===== src/rtl/snake_input_scheduler.sv =====
// -----------------------------------------------------------------------------
// snake_input_scheduler
//
// Turns raw board button presses into the snake game's move stream.
//   - 2-FF synchroniser and debounce counter per button
//   - round-robin arbiter over debounced rising edges (pending mask)
//   - same-direction / reversal filter against the last accepted move
//   - small move queue; one entry consumed per i_step pulse
//
// Direction / button index encoding: 0 up, 1 right, 2 down, 3 left.
//
// Optional feature macro: SNAKE_INPUT_REVERSAL_FILTER_EN
//   defined     : a press opposite to the last accepted move is discarded and
//                 flagged on o_reject.
//   not defined : reversals are queued as ordinary turns; o_reject stays 0.
//
// Ports
//   clk        in   pixel clock
//   rst        in   synchronous active-high reset
//   i_up/i_down/i_left/i_right  in  raw asynchronous buttons, active-high
//   i_step     in   1-cycle pulse, game advances and consumes one queued move
//   i_restart  in   1-cycle pulse, new game: flush queue, direction back to right
//   o_dir      out  current move direction
//   o_count    out  number of queued moves
//   o_reject   out  1-cycle pulse, press discarded as reversal
//   o_drop     out  1-cycle pulse, press discarded because the queue was full
// -----------------------------------------------------------------------------
module snake_input_scheduler #(
    parameter int DEBOUNCE_CYCLES = 250000,
    parameter int FIFO_DEPTH      = 2
) (
    input  logic                            clk,
    input  logic                            rst,
    input  logic                            i_up,
    input  logic                            i_down,
    input  logic                            i_left,
    input  logic                            i_right,
    input  logic                            i_step,
    input  logic                            i_restart,
    output logic [1:0]                      o_dir,
    output logic [$clog2(FIFO_DEPTH+1)-1:0] o_count,
    output logic                            o_reject,
    output logic                            o_drop
);

    localparam int CNT_W = $clog2(DEBOUNCE_CYCLES + 1);
    localparam int CW    = $clog2(FIFO_DEPTH + 1);
    localparam int PW    = (FIFO_DEPTH > 1) ? $clog2(FIFO_DEPTH) : 1;

    localparam logic [1:0] DIR_RIGHT = 2'd1;

    // Button vector ordered by direction code.
    logic [3:0] raw;
    assign raw = {i_left, i_down, i_right, i_up};

    logic [3:0]            sync1_q, sync2_q;
    logic [3:0]            stable_q, stable_d;
    logic [3:0][CNT_W-1:0] cnt_q, cnt_d;
    logic [3:0]            rise;

    logic [3:0]            pending_q, pending_d;
    logic [1:0]            rr_q, rr_d;
    logic                  gnt_vld;
    logic [1:0]            gnt_dir;
    logic [1:0]            idx;
    logic [3:0]            gnt_mask;

    logic [1:0]            mem_q [FIFO_DEPTH];
    logic [PW-1:0]         rd_q, rd_d, wr_q, wr_d;
    logic [CW-1:0]         count_q, count_d, count_after_pop;
    logic [1:0]            dir_q, dir_d;
    logic [1:0]            last_q, last_d;
    logic                  reject_q, reject_d;
    logic                  drop_q, drop_d;

    logic                  pop, push;
    logic                  is_same, is_rev, is_full;

    function automatic logic [PW-1:0] ptr_inc(input logic [PW-1:0] p);
        return (p == PW'(FIFO_DEPTH - 1)) ? '0 : p + 1'b1;
    endfunction

    // Debounce: a change is taken only after DEBOUNCE_CYCLES consecutive
    // cycles of disagreement between the synchronised input and stable state.
    always_comb begin
        stable_d = stable_q;
        cnt_d    = '0;
        for (int i = 0; i < 4; i++) begin
            if (sync2_q[i] != stable_q[i]) begin
                if (cnt_q[i] == CNT_W'(DEBOUNCE_CYCLES - 1)) begin
                    stable_d[i] = sync2_q[i];
                end else begin
                    cnt_d[i] = cnt_q[i] + 1'b1;
                end
            end
        end
        rise = stable_d & ~stable_q;
    end

    // Round-robin grant: first pending bit at or above rr_q, wrapping.
    always_comb begin
        gnt_vld = 1'b0;
        gnt_dir = rr_q;
        idx     = '0;
        for (int k = 0; k < 4; k++) begin
            idx = rr_q + 2'(k);
            if (!gnt_vld && pending_q[idx]) begin
                gnt_vld = 1'b1;
                gnt_dir = idx;
            end
        end
        gnt_mask = gnt_vld ? (4'b0001 << gnt_dir) : 4'b0000;
    end

    // Move filter and queue control. Fullness is judged after this cycle's
    // pop so a full queue still accepts a press arriving with i_step.
    always_comb begin
        pop             = i_step && (count_q != '0);
        count_after_pop = count_q - CW'(pop);
        is_same         = (gnt_dir == last_q);
`ifdef SNAKE_INPUT_REVERSAL_FILTER_EN
        is_rev          = (gnt_dir == (last_q ^ 2'd2));
`else
        is_rev          = 1'b0;
`endif
        is_full         = (count_after_pop == CW'(FIFO_DEPTH));
        push            = gnt_vld && !is_same && !is_rev && !is_full;

        pending_d = (pending_q & ~gnt_mask) | rise;
        rr_d      = gnt_vld ? gnt_dir + 2'd1 : rr_q;
        rd_d      = pop  ? ptr_inc(rd_q) : rd_q;
        wr_d      = push ? ptr_inc(wr_q) : wr_q;
        dir_d     = pop  ? mem_q[rd_q] : dir_q;
        last_d    = push ? gnt_dir : last_q;
        count_d   = count_after_pop + CW'(push);
        reject_d  = gnt_vld && !is_same && is_rev;
        drop_d    = gnt_vld && !is_same && !is_rev && is_full;

        // Restart wins over step and push; debounced states are left alone so
        // a held button does not fire again.
        if (i_restart) begin
            push      = 1'b0;
            pending_d = '0;
            rr_d      = '0;
            rd_d      = '0;
            wr_d      = '0;
            dir_d     = DIR_RIGHT;
            last_d    = DIR_RIGHT;
            count_d   = '0;
            reject_d  = 1'b0;
            drop_d    = 1'b0;
        end
    end

    always_ff @(posedge clk) begin
        if (rst) begin
            sync1_q   <= '0;
            sync2_q   <= '0;
            stable_q  <= '0;
            cnt_q     <= '0;
            pending_q <= '0;
            rr_q      <= '0;
            rd_q      <= '0;
            wr_q      <= '0;
            count_q   <= '0;
            dir_q     <= DIR_RIGHT;
            last_q    <= DIR_RIGHT;
            reject_q  <= 1'b0;
            drop_q    <= 1'b0;
            for (int j = 0; j < FIFO_DEPTH; j++) begin
                mem_q[j] <= '0;
            end
        end else begin
            sync1_q   <= raw;
            sync2_q   <= sync1_q;
            stable_q  <= stable_d;
            cnt_q     <= cnt_d;
            pending_q <= pending_d;
            rr_q      <= rr_d;
            rd_q      <= rd_d;
            wr_q      <= wr_d;
            count_q   <= count_d;
            dir_q     <= dir_d;
            last_q    <= last_d;
            reject_q  <= reject_d;
            drop_q    <= drop_d;
            if (push) begin
                mem_q[wr_q] <= gnt_dir;
            end
        end
    end

    assign o_dir    = dir_q;
    assign o_count  = count_q;
    assign o_reject = reject_q;
    assign o_drop   = drop_q;

endmodule


===== config.mk =====
export PLATFORM = sky130hd
export DESIGN_NAME = snake_input_scheduler
export DESIGN_NICKNAME = d
export VERILOG_FILES = /design/src/rtl/snake_input_scheduler.sv
export SDC_FILE = /design/constraint.sdc
export NUM_CORES = 1
export LEC_CHECK = 0
export BUFFER_PORTS_ARGS = -buffer_cell sky130_fd_sc_hd__clkbuf_2
export CORE_MARGIN = 2
export CORE_UTILIZATION = 35
export CTS_BUF_LIST = sky130_fd_sc_hd__clkbuf_4 sky130_fd_sc_hd__clkbuf_8
export DETAILED_ROUTE_END_ITERATION = 16
export PLACE_DENSITY_LB_ADDON = 0.12
export SLEW_MARGIN = 30
export SYNTH_ARGS = -nofsm -noshare
export SYNTH_HDL_FRONTEND = slang
export SYNTH_SLANG_ARGS = --single-unit

===== constraint.sdc =====
create_clock -name clk -period 2.5 [get_ports clk]
set_clock_uncertainty 0.2 [all_clocks]
set_input_delay 0.75 -clock clk [delete_from_list [all_inputs] [get_ports clk]]
set_output_delay 0.75 -clock clk [all_outputs]
set_load 0.02 [all_outputs]

======== After elaboration in Yosys (flattened, before gate mapping) ========
Memories as Yosys holds them, arrays and structs flattened. A register that Yosys moved wholly into a read port is not among the register bits.
Index checks and enable logic that the tools add are counted.
storage, ports and cells
  register bits ........................... 97
  bits in writable memories ............... 4
  input port bits ......................... 8
  output and inout bits ................... 6
  logic and storage cells ................. 105
  memories kept ........................... 1
cells by class
  $add $sub $neg .......................... 12
  magnitude comparators ................... 4
  equal/unequal tests ..................... 10
  shifts and indexed selects .............. 1
  mux-type cells .......................... 35
  bitwise gates (word level) .............. 9
  reduce and logical (&&, ||, !) cells .... 19
memory list
  name   depth  bits a word  rd ports  clocked after Yosys merged registers in  write ports  RTL line  source
  mem_q  2      2            1         1                                        2            68        logic [1:0] mem_q [FIFO_DEPTH];
operators by type and width
  kind                     count
  $add A18 B1 Y18 const B  4
  $eq A18 B18 Y1 const B   4
  $mux W1                  26
  $lt A2 B3 Y1 const B     4
  $reduce_or A3 Y1         4
  $and A4 B4 Y4            2
  $bmux W1 S2              4
  $mux W2                  4
  $not A4 Y4               2
  $logic_and A1 B1 Y1      7
  $logic_not A1 Y1         5
  $add A2 B1 Y2 const B    2
  $add A2 B2 Y2 const B    2
  $mux W4                  1
  $ne A1 B1 Y1             4
  $not A1 Y1               4
  $or A4 B4 Y4             1
  $reduce_or A2 Y1         2
  $shl A1 B2 Y4 const A    1
  $add A1 B1 Y1 const B    2
  $add A2 B1 Y2            1
  $eq A2 B2 Y1             1
  $eq A2 B2 Y1 const B     1
  $reduce_bool A2 Y1       1
  $sub A2 B1 Y2            1

======== Logic depth before layout (Yosys ltp) ========
Gate-level depths: netlist (run 1).
  word-level depth ........................ 22
  mapped depth ............................ 11
  mapped depth without buffers ............ 10

======== Least setup slack after synthesis (run 1) ========
OpenSTA, ideal clock, no wires.
  path kind ............................... input to register
  start point ............................. in i_step
  end point ............................... reg count_q[0] (netlist: o_count[0])
  library setup time ...................... 0.115 ns
  arrival time ............................ 2.265 ns
  setup slack ............................. -0.080 ns
  stages on the path ...................... 10
  buffers on the path ..................... 1
  path through ............................ o21ai_1 inv_1 ha_1 xor2_1 a21o_1 a21o_1 buf_6 inv_1 ha_1 and2_1
on the way
  longest elaborated chain between the ends .. 6
RTL lines
  item                    RTL line  source
  start: declaration      38        input logic i_step,
  $logic_and A1 B1 Y1 *   118       pop = i_step && (count_q != '0);
  via pop                 76        logic pop, push;
  $sub A2 B1 Y2 *         119       count_after_pop = count_q - CW'(pop);
  $eq A2 B2 Y1            126       is_full = (count_after_pop == CW'(FIFO_DEPTH));
  $logic_not A1 Y1        127       push = gnt_vld && !is_same && !is_rev && !is_full;
  $logic_and A1 B1 Y1     127
  $add A2 B1 Y2 *         135       count_d = count_after_pop + CW'(push);
  end signal: assignment  182       count_q <= count_d;
  end: declaration        70        logic [CW-1:0] count_q, count_d, count_after_pop;
Mark *: on every way through the listed nets, which the timed path passes. The rest lies on a longest branch.
A chain may end at the register's enable or synchronous reset.

======== Worst setup path after layout (run 1) ========
  start point ............................. reg rr_q[1]
  end point ............................... reg count_q[1] (netlist: o_count[1])
on the way
  longest elaborated chain between the ends .. 17
  elaborated cells between the ends (all ways) .. 29
  those cells by class .................... add/sub: 4; eq/ne: 1; mux: 15; reduce/logical: 9
RTL lines
  item                                                                    RTL line  source
  start: declaration                                                      62        logic [1:0] rr_q, rr_d;
  start signal: assignment                                                179       rr_q <= rr_d;
  parallel branches: the longest is 11 deep, another holds $add A2 B1 Y2  -
  $mux W2 *                                                               107       if (!gnt_vld && pending_q[idx]) begin
  via gnt_dir[1]                                                          64        logic [1:0] gnt_dir;
  $eq A2 B2 Y1 *                                                          120       is_same = (gnt_dir == last_q);
  $logic_not A1 Y1 *                                                      127
  $logic_and A1 B1 Y1 * (2 in a row)                                      127
  $add A2 B1 Y2 *                                                         135
Mark *: on every way through the listed nets, which the timed path passes. The select of a mux whose other input is x is not followed.

==> results, run 1 <==
- In the final layout, the multi-input gates occupy 2260 um^2.
- Hold timing on the final database bottoms out at a slack of 241 ps.
- The initial utilization of the core area, before any placement, comes to 0.357.
- The signal on the critical path passes through or2_1 > a21oi_1 > o21a_2 > inv_1 > xnor2_1 > a21o_1 > inv_1 > ha_1 > xnor2_1 > nor2_1.
- For this block, the routed nets add up to 7750 um of wire.
- Entering global routing, the biggest net connects 19 pins.
- The share of layout cells above drive strength 1 is 0.110.
- The number of distinct standard cells referenced by the synthesized netlist is 49.
- In this design, the largest share of critical-path delay is due to compound AO/OA/AOI/OAI gates.
- In this run, the number of DRC markers left after iteration 0 of detailed routing was 138.
- The tree is rooted in a sky130_fd_sc_hd__clkbuf_8.
- The clock passes through at most 2 buffers.
- The total overflow left after global routing is 0.
- The number of nets in the layout is 543.
- In this run the power density over the cells is 533 nW/um^2.
- The final cycle utilization of the critical path is 0.899.
- The number of global-route vias before repair was 2948.
- Setup repair after global routing left no endpoint under its margin.
- The final-layout fill cell count is 1341.
- The floorplan step defined a die boundary enclosing 13800 um^2.
- The final hold violation count is 0.
- The via count of the routed design is 3204.
- Across the VDD grid, the largest voltage drop is 0.180 mV.
- The first global-routing pass estimated 13500 um of wire.
- The via density per instance is 4.57.
- The clock drives 103 sinks.
- Summed over all cells, the static leakage comes to 0.00166 uW.
- Before antenna repair, the detailed router went through 4 iterations.
- The initial antenna violation count is 0.
- The cell area after synthesis is 4510 um^2.
- The routability-driven placement congestion ratio is 0.747.
- Hold repair after CTS inserted 0 buffers.
- The total routing usage reported by global routing is 0.119.
- The count of warnings emitted by yosys is 0.
- Each instance of the synthesized netlist takes up on average 8.98 um^2.
- In the routed design, unresolved DRC markers number 0.
- The most instantiated flip-flop cell in the synthesis netlist is sky130_fd_sc_hd__dfxtp_1.
- After routing, the total negative slack on setup checks comes to 0 ps.
- Of all flip-flops after synthesis, the portion carrying an async set or reset was 0.
- For the finished layout, the period the worst path requires is 2250 ps.
- The start-to-end type of the worst setup path is register to register.
- The die is 117 um tall.
- From synthesis to final layout, the design area changed by 10.4%.
- Counting every instance in the synthesized netlist gives 502.
- The final critical-path setup slack is 253 ps.
- Timing analysis after detailed placement gives a worst setup slack of 32.1 ps.
- The worst setup path is launched from a register.
- The half-perimeter wire length of the detailed placement result is 5470 um.
- For the worst setup path, the data arrival time is 2310 ps.
- The maximum net fanout on the critical path is 7.
- The clock input transition at the sequential cells of the worst setup and hold paths is 90 ps.
- The required time of the critical path is 2570 ps.
- In this run the standard cell core region covers 12600 um^2.
- The number of ports placed on the die boundary is 14.
- The run finished with clean final reports.
- The area used by sequential logic in the layout is 2100 um^2.
- The clock latency on the worst-skew pair is 370 ps.
- The count of input and output buffers is 12.
- The antenna diode instance count is 0.
- In this run, synthesis inferred 4 flip-flops with an integrated enable.
- TritonCTS built the clock tree.
- Static timing analysis puts the maximum clock frequency at 445 MHz.
- In this run, post-CTS repair resized a total of 0 instances.
- The horizontal die dimension is 117 um.
- The number of storage elements in the synthesis netlist is 103.
- Among all stages on the critical path, the largest delay is contributed by sky130_fd_sc_hd__dfxtp_1.
- CTS built an H-tree with a depth of 3.
- Synthesis produced a netlist with a net count of 520.
- In this run the post-CTS setup repair buffer count came out at 0.
- The number of pins exceeding their max-slew limit in the final report came to 0.
- Of the synthesized area, sequential elements account for 0.466.
- The worst hold-check path type is register to register.
- The row count is 41.
- The largest single stage delay on the critical path is 370 ps.
- In the final routed layout, each cell accounts on average for 11.1 um.
- The number of max-capacitance violations reported is 0.
- The type of destination of the critical path is a register.
- Buffers inserted during clock tree synthesis total 9.
- Setup violations remaining at the end of the flow were counted as 0.
- The combined buffer and inverter count along the critical path is 2.
- The remaining antenna violation count is 0.
flip-flops by register name (all words and copies together), names as in the netlist:
name,count
cnt_q,72
mem_q,4
pending_q,4
stable_q,4
sync1_q,4
sync2_q,4
last_q,2
o_count,2
o_dir,2
rr_q,2
o_drop,1
rd_q,1
wr_q,1
report_power, final:
part / internal [uW] / total (uW) / switching [uW] / leakage [uW]
clock: 405 / 943 / 538 / 0.0000853
combinational: 17.4 / 47.0 / 29.6 / 0.000734
sequential: 1660 / 1660 / 4.96 / 0.000840
total: 2080 / 2650 / 573 / 0.00166
per-stage QoR:
step	area, um^2	util	power, uW	std cells
2_1_floorplan	4510	-	1730	502
3_3_place_gp	4800	0.381	1750	686
3_5_place_dp	4800	0.381	1750	686
4_1_cts	4970	0.394	2720	701
5_1_grt	4970	0.394	2780	701
6_report	4970	0.394	2650	701
cell usage in the layout, fill, tap and decap left out, types with 6 or more instances in the layout:
cell type	synthesis	routed
sky130_fd_sc_hd__buf_4	4	13
sky130_fd_sc_hd__nor3_1	13	13
sky130_fd_sc_hd__clkbuf_2	1	12
sky130_fd_sc_hd__xor2_1	35	35
sky130_fd_sc_hd__nand2_1	34	34
sky130_fd_sc_hd__nand4_1	9	9
sky130_fd_sc_hd__nor2b_1	10	10
sky130_fd_sc_hd__a21oi_1	12	12
sky130_fd_sc_hd__clkbuf_8	0	10
sky130_fd_sc_hd__inv_1	19	19
sky130_fd_sc_hd__nand3_1	32	32
sky130_fd_sc_hd__ha_1	10	10
sky130_fd_sc_hd__or3_1	6	6
sky130_fd_sc_hd__nor2_1	102	102
sky130_fd_sc_hd__nand2b_1	7	7
sky130_fd_sc_hd__dfxtp_1	99	99
sky130_fd_sc_hd__mux2i_1	8	8
sky130_fd_sc_hd__xnor2_1	34	34
path summary, 6_finish.rpt:
check          endpoint  depth (start not counted)        from  slack, ps
max reg2reg  o_count[1]                         10     rr_q[1]        250
min reg2reg  sync2_q[2]                          1  sync1_q[2]        240
max          o_count[1]                         10     rr_q[1]        250
min          sync2_q[2]                          1  sync1_q[2]        240
per-layer routing:
layer	vias to the layer above	part of all wire	GRT usage
met2	39	0.43	0.181
li1	1711	-	-
met1	1444	0.51	0.155
met3	10	0.035	0.0407
met4	0	0.016	0.0474
met5	-	0	0
cell usage after synthesis, drive strengths merged (2+ instances only):
cell,number,area [um^2]
edfxtp,4,120
nand3,33,170
clkbuf,5,20.0
nand2b,7,43.8
buf,8,62.6
nand3b,3,22.5
o21ai,7,35.0
xor2,35,307
inv,19,71.3
a21oi,12,60.1
and4,5,46.3
and3,3,18.8
or2,5,31.3
nor2b,10,62.6
dfxtp,99,1980
nor4b,5,43.8
a21o,2,15.0
mux2i,8,80.1
xnor2,34,298
nor4,8,75.1
ha,10,125
nor3,13,65.1
nand4,10,68.8
nor2,103,389
nand2,34,128
o211ai,2,15.0
or3,7,48.8
layout make-up:
| cell class | instances | share of cell area |
|---|---|---|
| Clock inverter | 3 | 0.00402 |
| Multi-Input combinational cell | 367 | 0.453 |
| Tap cell | 172 | 0.0433 |
| Timing Repair Buffer | 25 | 0.0317 |
| Sequential cell | 103 | 0.423 |
| Clock buffer | 12 | 0.0307 |
| Inverter | 19 | 0.0143 |
kinds of logic after synthesis:
group	count (synthesis)	share of synthesized area
adders and majority gates	10	0.0278
buffers and inverters	32	0.0341
muxes	8	0.0178
other	1	0.000832
DFF	103	0.466
xor gates and xnor gates	69	0.134
and+or+nand+nor	250	0.277
AOI/OAI and AO/OA	29	0.0422
No activity file was read; power rests on OpenSTA's default activity.
==> run 2: changes to the inputs <==
clock period = 2.4 ns   (was 2.5 ns; I/O delays follow)
==> results, run 2 (same netlist as run 1, synthesis figures left out) <==
- TritonCTS built the clock tree.
- The number of pins exceeding their max-slew limit in the final report came to 0.
- The category of the worst setup path launch point is a register.
- The final layout contains 548 nets.
- The number of sinks driven by the clock tree is 103.
- The repair_antennas step left the layout with diodes totalling 0.
- In this run the worst hold path is classified as register to register.
- Counting instances, the worst hold path has a depth of 1.
- The depth of the most critical reg-to-reg path is 7.
- The analysis attributes to net switching a power of 627 uW.
- The routability-driven placement congestion ratio is 0.779.
- Of the total power, the share spent switching nets is 0.225.
- The placed instance count is 691.
- Setup violations remaining at the end of the flow were counted as 0.
- The worst ir drop on vdd is 0.372 mV.
- The row count is 41.
- The first TritonRoute pass finished after 4 iterations.
- Using the TritonRoute via totals, the vias-per-cell ratio works out to 4.60.
- In this run the worst path has a maximum fanout of 6.
- The count of input and output buffers is 12.
- The clock latency on the worst-skew pair is 370 ps.
- Setup repair after global routing left no endpoint under its margin.
- The H-tree was split into 3 levels.
- The type of destination of the critical path is a register.
- The required time of the critical path is 2470 ps.
- The mean routed wirelength per cell is 11.2 um.
- The area of the die is 13800 um^2.
- Of the total power, registers draw 0.621.
- The worst endpoint data arrival time is 2290 ps.
- The first global-routing pass estimated 14100 um of wire.
- The share of total power dissipated in combinational logic is 0.019.
- Relative to the synthesized area, the layout overhead comes to 11.7%.
- The global route total overflow is 0.
- In the layout the commonest cells are 102 x sky130_fd_sc_hd__nor2_1, 99 x sky130_fd_sc_hd__dfxtp_1, 34 x sky130_fd_sc_hd__nand2_1, 34 x sky130_fd_sc_hd__xor2_1, 34 x sky130_fd_sc_hd__xnor2_1.
- Prior to clock tree synthesis, the placed netlist has a worst setup slack of -57.5 ps.
- The half-perimeter wire length of the detailed placement result is 5670 um.
- The layout has 1312 filler cells.
- Summed over all layers, the routed wires come to 7910 um.
- In the routed design, unresolved DRC markers number 0.
- The total routing usage reported by global routing is 0.124.
- The DRC marker count from the first detailed-route iteration is 122.
- The cell area power density is 555 nW/um^2.
- The share of layout cells above drive strength 1 is 0.122.
- The cell at the root of the clock tree is sky130_fd_sc_hd__clkbuf_8.
- The register with the most flip-flops in the layout has 72 of them.
- Across the run, the number of max-cap violations was 0.
- The initial standard-cell utilization of the core is 0.357.
- In this run the horizontal extent of the chip is 117 um.
- In this run, post-CTS repair resized a total of 0 instances.
- The maximum number of pins on one net before global-route repair is 19.
- Clock-pin slew was measured on the worst setup and hold paths at 100 ps.
- The library cell used most frequently in the layout, excluding fill and tap cells, is sky130_fd_sc_hd__nor2_1.
- Based on the critical path, the design can be clocked at up to 451 MHz.
- The maximum root-to-sink buffer count is 2.
- Of the available clock period, the critical path in the final layout requires 0.924.
- The vertical die dimension is 117 um.
- After clock tree synthesis, the flow added hold-fix buffers numbering 0.
- The run finished with clean final reports.
- Of the total power, the clock network draws 0.360.
- The core region is 12600 um^2.
- The post-route non-filler standard cell count is 706.
- The number of buffers inserted by post-CTS setup repair is 0.
- The clock buffer count from CTS is 9.
- In this run the static leakage power is 0.00169 uW.
- The number of global-route vias before repair came to 3230.
- The start-to-end type of the worst setup path is register to register.
- Once detail routing completed, the nets flagged for antenna violations numbered 0.
- The final critical-path setup slack is 183 ps.
- The internal power is 2160 uW.
- The number of ports placed on the die boundary is 14.
- The final critical path time including I/O delays and setup is 2220 ps.
- The via count of the routed design is 3250.
- The initial antenna violation count is 0.
- More flip-flops sit in one register than any other, and that register is cnt_q.
- The final hold violation count was 0.
run 2: power groups by stage:
stage,combinational [uW],sequential (uW),clock (uW)
detailed placement,53.0,1770,0
global placement,52.3,1770,0
CTS,53.0,1730,1070
global route,58.1,1740,1130
finish,51.7,1730,1010
floorplan,33.1,1770,0
run 2: layout make-up:
class                      count  area [um^2]  area share
clock buffer                  11          145      0.0288
clock inverter                 4         31.3     0.00621
inverter                      19         71.3      0.0142
multi-input combinational    367         2270       0.452
sequential                   103         2100       0.418
tap                          172          215      0.0428
timing repair buffer          30          195      0.0388
run 2: worst paths after layout:
kind	start	endpoint	slack, ps
hold / removal	sync1_q[2]	sync2_q[2]	250
setup / recovery	pending_q[3]	o_count[0]	180
hold reg to reg	sync1_q[2]	sync2_q[2]	250
setup reg to reg	pending_q[3]	o_count[0]	180
run 2: worst max-delay path, cell delays in order (launching register included):
cell,delay [ps]
sky130_fd_sc_hd__dfxtp_1,430
sky130_fd_sc_hd__o22ai_1,140
sky130_fd_sc_hd__a221o_2,430
sky130_fd_sc_hd__xor2_1,180
sky130_fd_sc_hd__a21o_1,280
sky130_fd_sc_hd__inv_1,80
sky130_fd_sc_hd__ha_1,260
sky130_fd_sc_hd__and2_1,130
run 2: per-stage QoR:
stage / area, um^2 / total power [uW] / setup TNS [ps] / hold slack, ps / util
after floorplan: 4530 / 1810 / 0 / 214 / -
after global placement: 4860 / 1830 / -10.4 / 223 / 0.385
after detailed placement: 4860 / 1830 / -209 / 237 / 0.385
after CTS: 5030 / 2860 / 0 / 260 / 0.399
after global routing: 5030 / 2930 / 0 / 271 / 0.399
final: 5030 / 2790 / 0 / 252 / 0.399
run 2: layer usage:
| metal | routed length (um) | track usage |
|---|---|---|
| met3 | 258 | 0.0451 |
| met4 | 84 | 0.0429 |
| met1 | 3930 | 0.152 |
| met5 | 0 | 0 |
| met2 | 3640 | 0.202 |
==> run 3: changes to the inputs <==
BUFFER_PORTS_ARGS = default   (was -buffer_cell sky130_fd_sc_hd__clkbuf_2)
DONT_BUFFER_PORTS = 1   (was default)
==> results, run 3 (same netlist as run 1, synthesis figures left out) <==
- Summed over all layers, the global routing overflow is 0.
- The start-to-end type of the worst setup path is register to register.
- Leaving out fill and tap cells, the most frequent cell in the layout is sky130_fd_sc_hd__nor2_1.
- STA classifies the critical path endpoint as a register.
- The hold path startpoint is rst.
- The required time of the critical path is 2260 ps.
- The worst register-to-register path begins at pending_q[3].
- For this configuration, the core starts out at a cell density of 0.357.
- The worst hold-check path type is input pin to register.
- CTS built an H-tree with a depth of 3.
- Setup violations remaining at the end of the flow were counted as 0.
- The count of nets left with antenna violations once routing finished came out at 0.
- The via density per instance is 4.63.
- The die covers 13800 um^2.
- The clock buffer count from CTS is 9.
- Of all nets on the critical path, the largest fanout is 7.
- The row count is 41.
- The maximum root-to-sink buffer count is 2.
- The worst endpoint data arrival time is 2120 ps.
- For this run, the post-layout net count is 531.
- Setup repair after global routing left no endpoint under its margin.
- The total routing usage reported by global routing is 0.123.
- The number of buffers inserted by post-CTS setup repair is 0.
- The number of remaining DRC errors is 0.
- The final-layout setup total negative slack is 0 ps.
- The first global-routing pass estimated 14000 um of wire.
- More flip-flops sit in one register than any other, and that register is cnt_q.
- For this run, the detailed router's first-pass iteration total came to 4.
- The mean routed wirelength per cell is 11.5 um.
- TritonCTS built the clock tree.
- The repair_antennas step left the layout with diodes totalling 0.
- The maximum number of pins on one net before global-route repair is 19.
- The number of sinks driven by the clock tree is 103.
- The post-detailed-routing wire length is 7890 um.
- In this run the horizontal extent of the chip is 117 um.
- The post-route non-filler standard cell count is 689.
- The number of hold buffers added after CTS was 0.
- The cell at the root of the clock tree is sky130_fd_sc_hd__clkbuf_8.
- The number of gates given a new drive strength after cts is 0.
- Routability-driven placement finished with a final weighted congestion of 0.733.
- The number of global-route vias before repair is 3129.
- The routed layout has 3193 vias.
- The register with the most flip-flops in the layout has 72 of them.
- The area of the core is 12600 um^2.
- The initial antenna violation count is 0.
- The first routing iteration left 94 violations.
- The final hold violation count is 0.
- Including well taps, the total number of placed cells is 673.
- The leakage dissipation is 0.00162 uW.
- The share of layout cells above drive strength 1 is 0.0928.
- Dividing total power by cell area gives a power density of 563 nW/um^2.
- Compared with the post-synthesis result, the final layout area differs by 9.55%.
- The category of the worst setup path launch point is a register.
- The final critical path time including I/O delays and setup is 2270 ps.
- The number of pins exceeding their max-slew limit in the final report is 0.
- The clock latency on the worst-skew pair is 360 ps.
- The filler cells instantiated in the layout total 1321.
- The HPWL after detailed placement is 5600 um.
- Dividing the final minimum period by the clock period gives 0.944.
- Buffers placed on the I/O ports in this run total 0.
- Static timing analysis puts the maximum clock frequency at 441 MHz.
- The vertical die dimension is 117 um.
- The flow ran to the end, and the final reports show no timing, DRC or antenna violations.
- The number of ports placed on the die boundary is 14.
- The clock input transition at the sequential cells of the worst setup and hold paths is 100 ps.
- The most critical setup path has its startpoint at pending_q[3].
- The number of max-capacitance violations reported is 0.
- VDD sags by at most 0.294 mV.
- Leaving out fill and tap cells, the most frequent cells in the layout are 102 x sky130_fd_sc_hd__nor2_1, 99 x sky130_fd_sc_hd__dfxtp_1, 34 x sky130_fd_sc_hd__nand2_1, 34 x sky130_fd_sc_hd__xor2_1, 34 x sky130_fd_sc_hd__xnor2_1.
-- run 3: final cells by class --
| type | count | area [um^2] | area share |
|---|---|---|---|
| clock buffer | 11 | 151 | 0.0307 |
| clock inverter | 4 | 27.5 | 0.00557 |
| inverter | 19 | 71.3 | 0.0144 |
| multi-input combinational | 367 | 2270 | 0.460 |
| sequential | 103 | 2100 | 0.426 |
| tap | 172 | 215 | 0.0436 |
| timing repair buffer | 13 | 97.6 | 0.0198 |
-- run 3: metrics by stage --
stage / cell area (um^2) / utilization / power, uW / hold slack, ps / setup slack (ps)
finish: 4940 / 0.391 / 2780 / 219 / 134
global placement: 4750 / 0.377 / 1810 / 220 / 99.6
floorplan: 4530 / - / 1810 / 214 / 26.2
CTS: 4930 / 0.391 / 2840 / 188 / 129
global route: 4940 / 0.391 / 2900 / 178 / 10.3
detailed placement: 4750 / 0.377 / 1810 / 228 / 90.4
-- run 3: path summary, 6_finish.rpt --
check | slack, ps | cells after the start | endpoint
setup / recovery | 130 | 6 | mem_q[1][0]
hold reg to reg | 250 | 1 | sync2_q[0]
hold / removal | 220 | 1 | stable_q[2]
setup reg to reg | 130 | 6 | mem_q[1][0]
-- run 3: critical path, cell delays in order (launching register included) --
cell                      delay, ps
sky130_fd_sc_hd__dfxtp_1        430
sky130_fd_sc_hd__o22ai_1        130
sky130_fd_sc_hd__a221o_2        480
sky130_fd_sc_hd__xor2_1         180
sky130_fd_sc_hd__a21o_1         200
sky130_fd_sc_hd__buf_4          150
sky130_fd_sc_hd__o21ai_1        200
-- run 3: per-layer routing --
metal,track usage,routed length [um],part of all wire
met5,0,0,0
met4,0.0429,92,0.012
met3,0.0359,199,0.025
met2,0.206,3780,0.48
met1,0.151,3820,0.48
-- run 3: report_power, final --
part | internal, uW | leakage (uW) | total [uW] | switching (uW)
Sequential | 1730 | 0.000840 | 1730 | 5.75
Combinational | 12.3 | 0.000683 | 35.4 | 23.2
Clock | 433 | 0.0000960 | 1010 | 578
